==> src/rtl/tqvp_bus_initiator_if.sv <==
// Bundle of signals around the TinyQV peripheral bus initiator.
//   cmd_*  : command request channel (valid/ready), offered by the host side
//   rsp_*  : response channel (valid/ready), one response per command
//   address, data_in, data_write_n, data_read_n : strobed bus toward the peripheral
//   data_out, data_ready                        : read return from the peripheral
// Modport master is taken by the initiator; slave by whoever drives commands,
// consumes responses and models the peripheral.
interface tqvp_bus_initiator_if;
  logic        cmd_valid;
  logic        cmd_ready;
  logic        cmd_write;
  logic [1:0]  cmd_size;
  logic [5:0]  cmd_addr;
  logic [31:0] cmd_wdata;

  logic        rsp_valid;
  logic        rsp_ready;
  logic [31:0] rsp_rdata;
  logic        rsp_err;

  logic [5:0]  address;
  logic [31:0] data_in;
  logic [1:0]  data_write_n;
  logic [1:0]  data_read_n;
  logic [31:0] data_out;
  logic        data_ready;

  modport master (
    input  cmd_valid, cmd_write, cmd_size, cmd_addr, cmd_wdata,
    input  rsp_ready, data_out, data_ready,
    output cmd_ready, rsp_valid, rsp_rdata, rsp_err,
    output address, data_in, data_write_n, data_read_n
  );

  modport slave (
    output cmd_valid, cmd_write, cmd_size, cmd_addr, cmd_wdata,
    output rsp_ready, data_out, data_ready,
    input  cmd_ready, rsp_valid, rsp_rdata, rsp_err,
    input  address, data_in, data_write_n, data_read_n
  );
endinterface

==> src/rtl/tqvp_bus_initiator.sv <==
// Initiator end of the TinyQV peripheral bus. Accepts one command at a time,
// drives a correctly timed write or read strobe toward a single peripheral
// and returns one response per command.
// Ports:
//   clk, rst_n  : clock, asynchronous active-low reset
//   b           : tqvp_bus_initiator_if.master (command, response, peripheral bus)
//   busy        : high whenever the initiator is not idle
//   err_count   : saturating count of error responses (illegal size, read timeout)
module tqvp_bus_initiator #(
  parameter int TIMEOUT_CYCLES = 16,
  parameter int ERRCNT_W       = 8
) (
  input  logic                clk,
  input  logic                rst_n,
  tqvp_bus_initiator_if.master b,
  output logic                busy,
  output logic [ERRCNT_W-1:0] err_count
);

  typedef enum logic [1:0] {IDLE, WR, RD, RESP} state_t;

  localparam logic [1:0] STROBE_IDLE = 2'b11;
  localparam logic [7:0] WAIT_LAST   = 8'(TIMEOUT_CYCLES - 1);

  state_t     state, state_nxt;
  logic [7:0] wait_cnt;
  logic       timeout;
  logic       err_set;

  // Zero-extend data to the width selected by a size code.
  function automatic logic [31:0] size_mask(input logic [31:0] d, input logic [1:0] sz);
    case (sz)
      2'b00:   size_mask = {24'h0, d[7:0]};
      2'b01:   size_mask = {16'h0, d[15:0]};
      default: size_mask = d;
    endcase
  endfunction

  assign b.cmd_ready = (state == IDLE);
  assign busy        = (state != IDLE);

  // Last permitted RD cycle; data_ready in this same cycle still wins.
  assign timeout = (wait_cnt == WAIT_LAST);

  always_ff @(posedge clk or negedge rst_n) begin
    // NOTE: sequential state is updated with <= so every register samples
    // the pre-edge values regardless of statement order.
    if (!rst_n) state <= IDLE;
    else        state <= state_nxt;
  end

  always_comb begin
    // NOTE: defaults first so no path through the case leaves a variable
    // unassigned, which would otherwise infer a latch.
    state_nxt = state;
    err_set   = 1'b0;
    case (state)
      IDLE: if (b.cmd_valid) begin
        if (b.cmd_size == 2'b11) begin
          state_nxt = RESP;
          err_set   = 1'b1;
        end else begin
          state_nxt = b.cmd_write ? WR : RD;
        end
      end
      WR:   state_nxt = RESP;
      RD: if (b.data_ready || timeout) begin
        state_nxt = RESP;
        err_set   = !b.data_ready;
      end
      RESP: if (b.rsp_ready) state_nxt = IDLE;
      default: state_nxt = IDLE;
    endcase
  end

  // Bus and response registers. The strobe register also remembers the size
  // of the read in flight, used to mask the returned data.
  always_ff @(posedge clk or negedge rst_n) begin
    if (!rst_n) begin
      b.address      <= '0;
      b.data_in      <= '0;
      b.data_write_n <= STROBE_IDLE;
      b.data_read_n  <= STROBE_IDLE;
      b.rsp_valid    <= 1'b0;
      b.rsp_rdata    <= '0;
      b.rsp_err      <= 1'b0;
      wait_cnt       <= '0;
    end else begin
      case (state)
        IDLE: if (b.cmd_valid) begin
          if (b.cmd_size == 2'b11) begin
            b.rsp_valid <= 1'b1;
            b.rsp_err   <= 1'b1;
            b.rsp_rdata <= '0;
          end else begin
            b.address <= b.cmd_addr;
            if (b.cmd_write) begin
              b.data_write_n <= b.cmd_size;
              b.data_in      <= size_mask(b.cmd_wdata, b.cmd_size);
            end else begin
              b.data_read_n <= b.cmd_size;
              b.data_in     <= '0;
              wait_cnt      <= '0;
            end
          end
        end
        WR: begin
          b.data_write_n <= STROBE_IDLE;
          b.rsp_valid    <= 1'b1;
          b.rsp_err      <= 1'b0;
          b.rsp_rdata    <= '0;
        end
        RD: begin
          if (b.data_ready) begin
            b.data_read_n <= STROBE_IDLE;
            b.rsp_valid   <= 1'b1;
            b.rsp_err     <= 1'b0;
            b.rsp_rdata   <= size_mask(b.data_out, b.data_read_n);
          end else if (timeout) begin
            b.data_read_n <= STROBE_IDLE;
            b.rsp_valid   <= 1'b1;
            b.rsp_err     <= 1'b1;
            b.rsp_rdata   <= '0;
          end else begin
            wait_cnt <= wait_cnt + 8'd1;
          end
        end
        RESP: if (b.rsp_ready) b.rsp_valid <= 1'b0;
        default: ;
      endcase
    end
  end

  always_ff @(posedge clk or negedge rst_n) begin
    if (!rst_n)                           err_count <= '0;
    else if (err_set && err_count != '1)  err_count <= err_count + 1'b1;
  end

endmodule

==> src/flat_wrapper.sv <==
// flat-port wrapper written by rule: the top's interface ports become plain ports
module tqvp_bus_initiator_flat 
#(
  parameter int TIMEOUT_CYCLES = 16,
  parameter int ERRCNT_W       = 8
)
  (clk, rst_n, busy, err_count, b_cmd_valid, b_cmd_write, b_cmd_size, b_cmd_addr, b_cmd_wdata, b_rsp_ready, b_data_out, b_data_ready, b_cmd_ready, b_rsp_valid, b_rsp_rdata, b_rsp_err, b_address, b_data_in, b_data_write_n, b_data_read_n);
  tqvp_bus_initiator_if b_i ();
  input  logic clk;
  input  logic rst_n;
  output logic busy;
  output logic [ERRCNT_W-1:0] err_count;
  input wire logic [$bits(b_i.cmd_valid)-1:0] b_cmd_valid;
  input wire logic [$bits(b_i.cmd_write)-1:0] b_cmd_write;
  input wire logic [$bits(b_i.cmd_size)-1:0] b_cmd_size;
  input wire logic [$bits(b_i.cmd_addr)-1:0] b_cmd_addr;
  input wire logic [$bits(b_i.cmd_wdata)-1:0] b_cmd_wdata;
  input wire logic [$bits(b_i.rsp_ready)-1:0] b_rsp_ready;
  input wire logic [$bits(b_i.data_out)-1:0] b_data_out;
  input wire logic [$bits(b_i.data_ready)-1:0] b_data_ready;
  output wire logic [$bits(b_i.cmd_ready)-1:0] b_cmd_ready;
  output wire logic [$bits(b_i.rsp_valid)-1:0] b_rsp_valid;
  output wire logic [$bits(b_i.rsp_rdata)-1:0] b_rsp_rdata;
  output wire logic [$bits(b_i.rsp_err)-1:0] b_rsp_err;
  output wire logic [$bits(b_i.address)-1:0] b_address;
  output wire logic [$bits(b_i.data_in)-1:0] b_data_in;
  output wire logic [$bits(b_i.data_write_n)-1:0] b_data_write_n;
  output wire logic [$bits(b_i.data_read_n)-1:0] b_data_read_n;
  assign b_i.cmd_valid = b_cmd_valid;
  assign b_i.cmd_write = b_cmd_write;
  assign b_i.cmd_size = b_cmd_size;
  assign b_i.cmd_addr = b_cmd_addr;
  assign b_i.cmd_wdata = b_cmd_wdata;
  assign b_i.rsp_ready = b_rsp_ready;
  assign b_i.data_out = b_data_out;
  assign b_i.data_ready = b_data_ready;
  assign b_cmd_ready = b_i.cmd_ready;
  assign b_rsp_valid = b_i.rsp_valid;
  assign b_rsp_rdata = b_i.rsp_rdata;
  assign b_rsp_err = b_i.rsp_err;
  assign b_address = b_i.address;
  assign b_data_in = b_i.data_in;
  assign b_data_write_n = b_i.data_write_n;
  assign b_data_read_n = b_i.data_read_n;
  tqvp_bus_initiator #(.TIMEOUT_CYCLES(TIMEOUT_CYCLES), .ERRCNT_W(ERRCNT_W)) u_core (.clk(clk), .rst_n(rst_n), .b(b_i), .busy(busy), .err_count(err_count));
endmodule
==> config.mk <==
export PLATFORM = sky130hd
export DESIGN_NAME = tqvp_bus_initiator_flat
export DESIGN_NICKNAME = d
export VERILOG_FILES = /design/src/rtl/tqvp_bus_initiator_if.sv /design/src/rtl/tqvp_bus_initiator.sv /design/src/flat_wrapper.sv
export SDC_FILE = /design/constraint.sdc
export NUM_CORES = 1
export LEC_CHECK = 0
export BUFFER_PORTS_ARGS = -buffer_cell sky130_fd_sc_hd__buf_2
export CAP_MARGIN = 30
export CORE_MARGIN = 10
export CORE_UTILIZATION = 53
export DETAILED_ROUTE_END_ITERATION = 16
export PLACE_DENSITY = 0.85
export SLEW_MARGIN = 25
export SYNTH_ARGS = -nofsm -noshare
export SYNTH_HDL_FRONTEND = slang
export SYNTH_SLANG_ARGS = --single-unit
==> constraint.sdc <==
create_clock -name clk -period 4.9 [get_ports clk]
set_input_delay 0.49 -clock clk [delete_from_list [all_inputs] [get_ports clk]]
set_output_delay 0.49 -clock clk [all_outputs]
set_load 0.02 [all_outputs]
==> run metrics <==
pin slew with the least headroom to its limit 0.873 ns; register area share after synthesis 54.6%; DIE WIDTH 110 um; Die ar. 12200 um^2; Worst slew margin 41.8%; Max FO, Critical Path 33; Total GRT Usage 18.6%; XOR/XNOR share of the synthesized area 1.42%; Max Fclk 345 MHz; Post-synth EDFFs 0; Post-Syn Nets 493; Synth Area in Compound Gates 10.2%; total power 3.31 mW; IO Count 164; Yosys reg bits 94; RSZ-0062 raised after global routing false; Adder-Cell Fraction of Synth Area 2.32%; final worst path period need 2.90 ns; number of global-route vias before repair 3650; area grow syn2layout 25.8%; grt ovf 0; post-DR wirelength/cell 17.1 um; Fillers 589; # hold bufs at CTS 0; mapped cell area 4320 um^2; Max VDD drop 325 uV; clk buf depth 2; TritonCTS clock tree done; CP endpoint kind flip-flop; # port buffers 163; DRC 0; HPWL after DPL 8960 um; Crit Path Category flip-flop to flip-flop; count leader, synth dfrtp_1; top cell type by total area after synthesis dfrtp_1; async set-reset flop share out of synthesis 100%; worst hold margin 0.114 ns; Tcrit/Tclk final 59.2%; cts bufs inserted 9; mux cell area share after synthesis 10.8%; FP Rows 32; via count 3527; largest family of logic cells by synthesized area simple AND/OR/NAND/NOR gates; CP Launch Type flip-flop; ys flop type dfrtp_1; worst path arrival time 3.13 ns; top-area cell type share of the netlist area 52.2%; initial core utilization 55.3%; status completed; DRT Pass-1 Iters 5; post-synthesis simple-gate area fraction 15.9%; clock-pin slew on the worst setup and hold paths 0.09 ns; max-slew violation count 0; P_leak 2.88 nW; DR vias/cell 5.27; clk sinks 94; Hold Fails Final Rpt 0; PwrDens 609 nW/um^2; TNS Setup 0 ns; Routed Antenna Nets 0; ANT cells 0; later-pin clock latency in the skew report 0.36 ns; Ys Warns 0; Clk Tree Root Cell clkbuf_8; Critical Path RT 5.13 ns; nets@finish 649; ratio of cells with drive above 1 in the final layout 36.3%; H-tree depth 3; largest net degree at the start of global routing 53; Routed Wire Length 11400 um; Resized cells post-CTS 0; Max Cap Viol 0; 1st-iter DRT viols 99; Setup Fix Bufs, Post-CTS 0; Commonest cells post-synth dfrtp_1 (90), nand2_1 (89), inv_1 (31); first-pass GRT wire length 18000 um; Synth area leaders dfrtp_1 (52%), nand2_1 (7.7%), mux2i_1 (6.0%); GP Congestion 0.896; area of the core 7810 um^2; mean cell area of the mapped netlist 10.6 um^2; # setup viols final 0; Die Ht 110 um; non-filler cells, final 669; antenna violations before repair 0; Clock Skew 0.0103 ns; Post-Syn Instances 407; HP Class primary input to asynchronous set/reset pin; dpl cells 654; post-synthesis cell type count 46
critical path, stage by stage, from the launching register on:
cell	delay, ns
dfrtp_1	0.42
inv_1	0.13
ha_1	0.75
nand2b_1	0.26
a21o_1	0.28
nand4b_4	0.53
mux2_2	0.41
cells in the final DEF, fill, tap and decap left out, drive strengths merged, types with 10 or more instances in the layout:
cell / n
and3: 14
buf: 165
clkbuf: 10
dfrtp: 90
inv: 31
mux2: 16
mux2i: 26
nand2: 90
nand3: 12
o21ai: 27
path summary, 6_finish.rpt:
kind,startpoint,end,slack [ns],cells past startpoint
setup / recovery,u_core.state[0],u_core.b.rsp_rdata[7],2.00,6
hold / removal,rst_n,u_core.b.rsp_rdata[25],0.11,1
setup reg to reg,u_core.state[0],u_core.b.rsp_rdata[7],2.00,6
hold reg to reg,u_core.b.data_in[31],u_core.b.data_in[31],0.48,2
max in group asynchronous,rst_n,u_core.b.data_in[2],3.75,2
min in group clk,b_cmd_wdata[14],u_core.b.data_in[14],0.34,2
power breakdown:
group          switching, mW  leakage [nW]  internal, mW
combinational          0.943          1.53         0.581
clock                  0.264         0.103         0.287
sequential             0.171          1.25          1.06
total                   1.38          2.88          1.93
stage by stage:
step,util (%),setup slack (ns),area (um^2)
6_report,69.6,2.00,5430
5_1_grt,69.6,1.81,5430
4_1_cts,69.6,2.00,5430
3_5_place_dp,66.8,2.00,5220
3_3_place_gp,66.5,2.16,5190
2_1_floorplan,-,2.86,4320
final cells by class:
type,instances,area (um^2),share of cell area [%]
clock inverters,5,85.1,1.57
inverters,31,116,2.14
clock buffers,10,128,2.35
multi-input cells,262,1760,32.5
flip-flops and latches,94,2360,43.4
well taps,102,128,2.35
repair buffers,165,853,15.7
registers in the layout, indices dropped and copies added, names as in the netlist:
signal,flops
u_core.b.data_in,32
u_core.b.rsp_rdata,32
u_core.err_count,8
u_core.wait_cnt,8
u_core.b.address,6
u_core.b.data_read_n,2
u_core.b.data_write_n,2
u_core.state,2
u_core.b.rsp_err,1
u_core.b.rsp_valid,1
routing by layer:
layer  routed length [um]  up-vias  global-route usage (%)
met5                    0        -                       0
met3                 1750        9                    10.6
met4                  107        0                    5.96
li1                     -     1704                       -
met1                 4610     1655                    22.0
met2                 4950      159                    28.2
kinds of logic (layout without fill, tap and decap cells):
family | after synthesis | count (layout)
adders and majority gates | 8 | 8
muxes | 42 | 42
DFF | 94 | 94
xor gates and xnor gates | 7 | 7
and+or+nand+nor | 144 | 144
buffers and inverters | 51 | 211
AOI/OAI and AO/OA | 61 | 61
No activity file was read; power rests on OpenSTA's default activity.
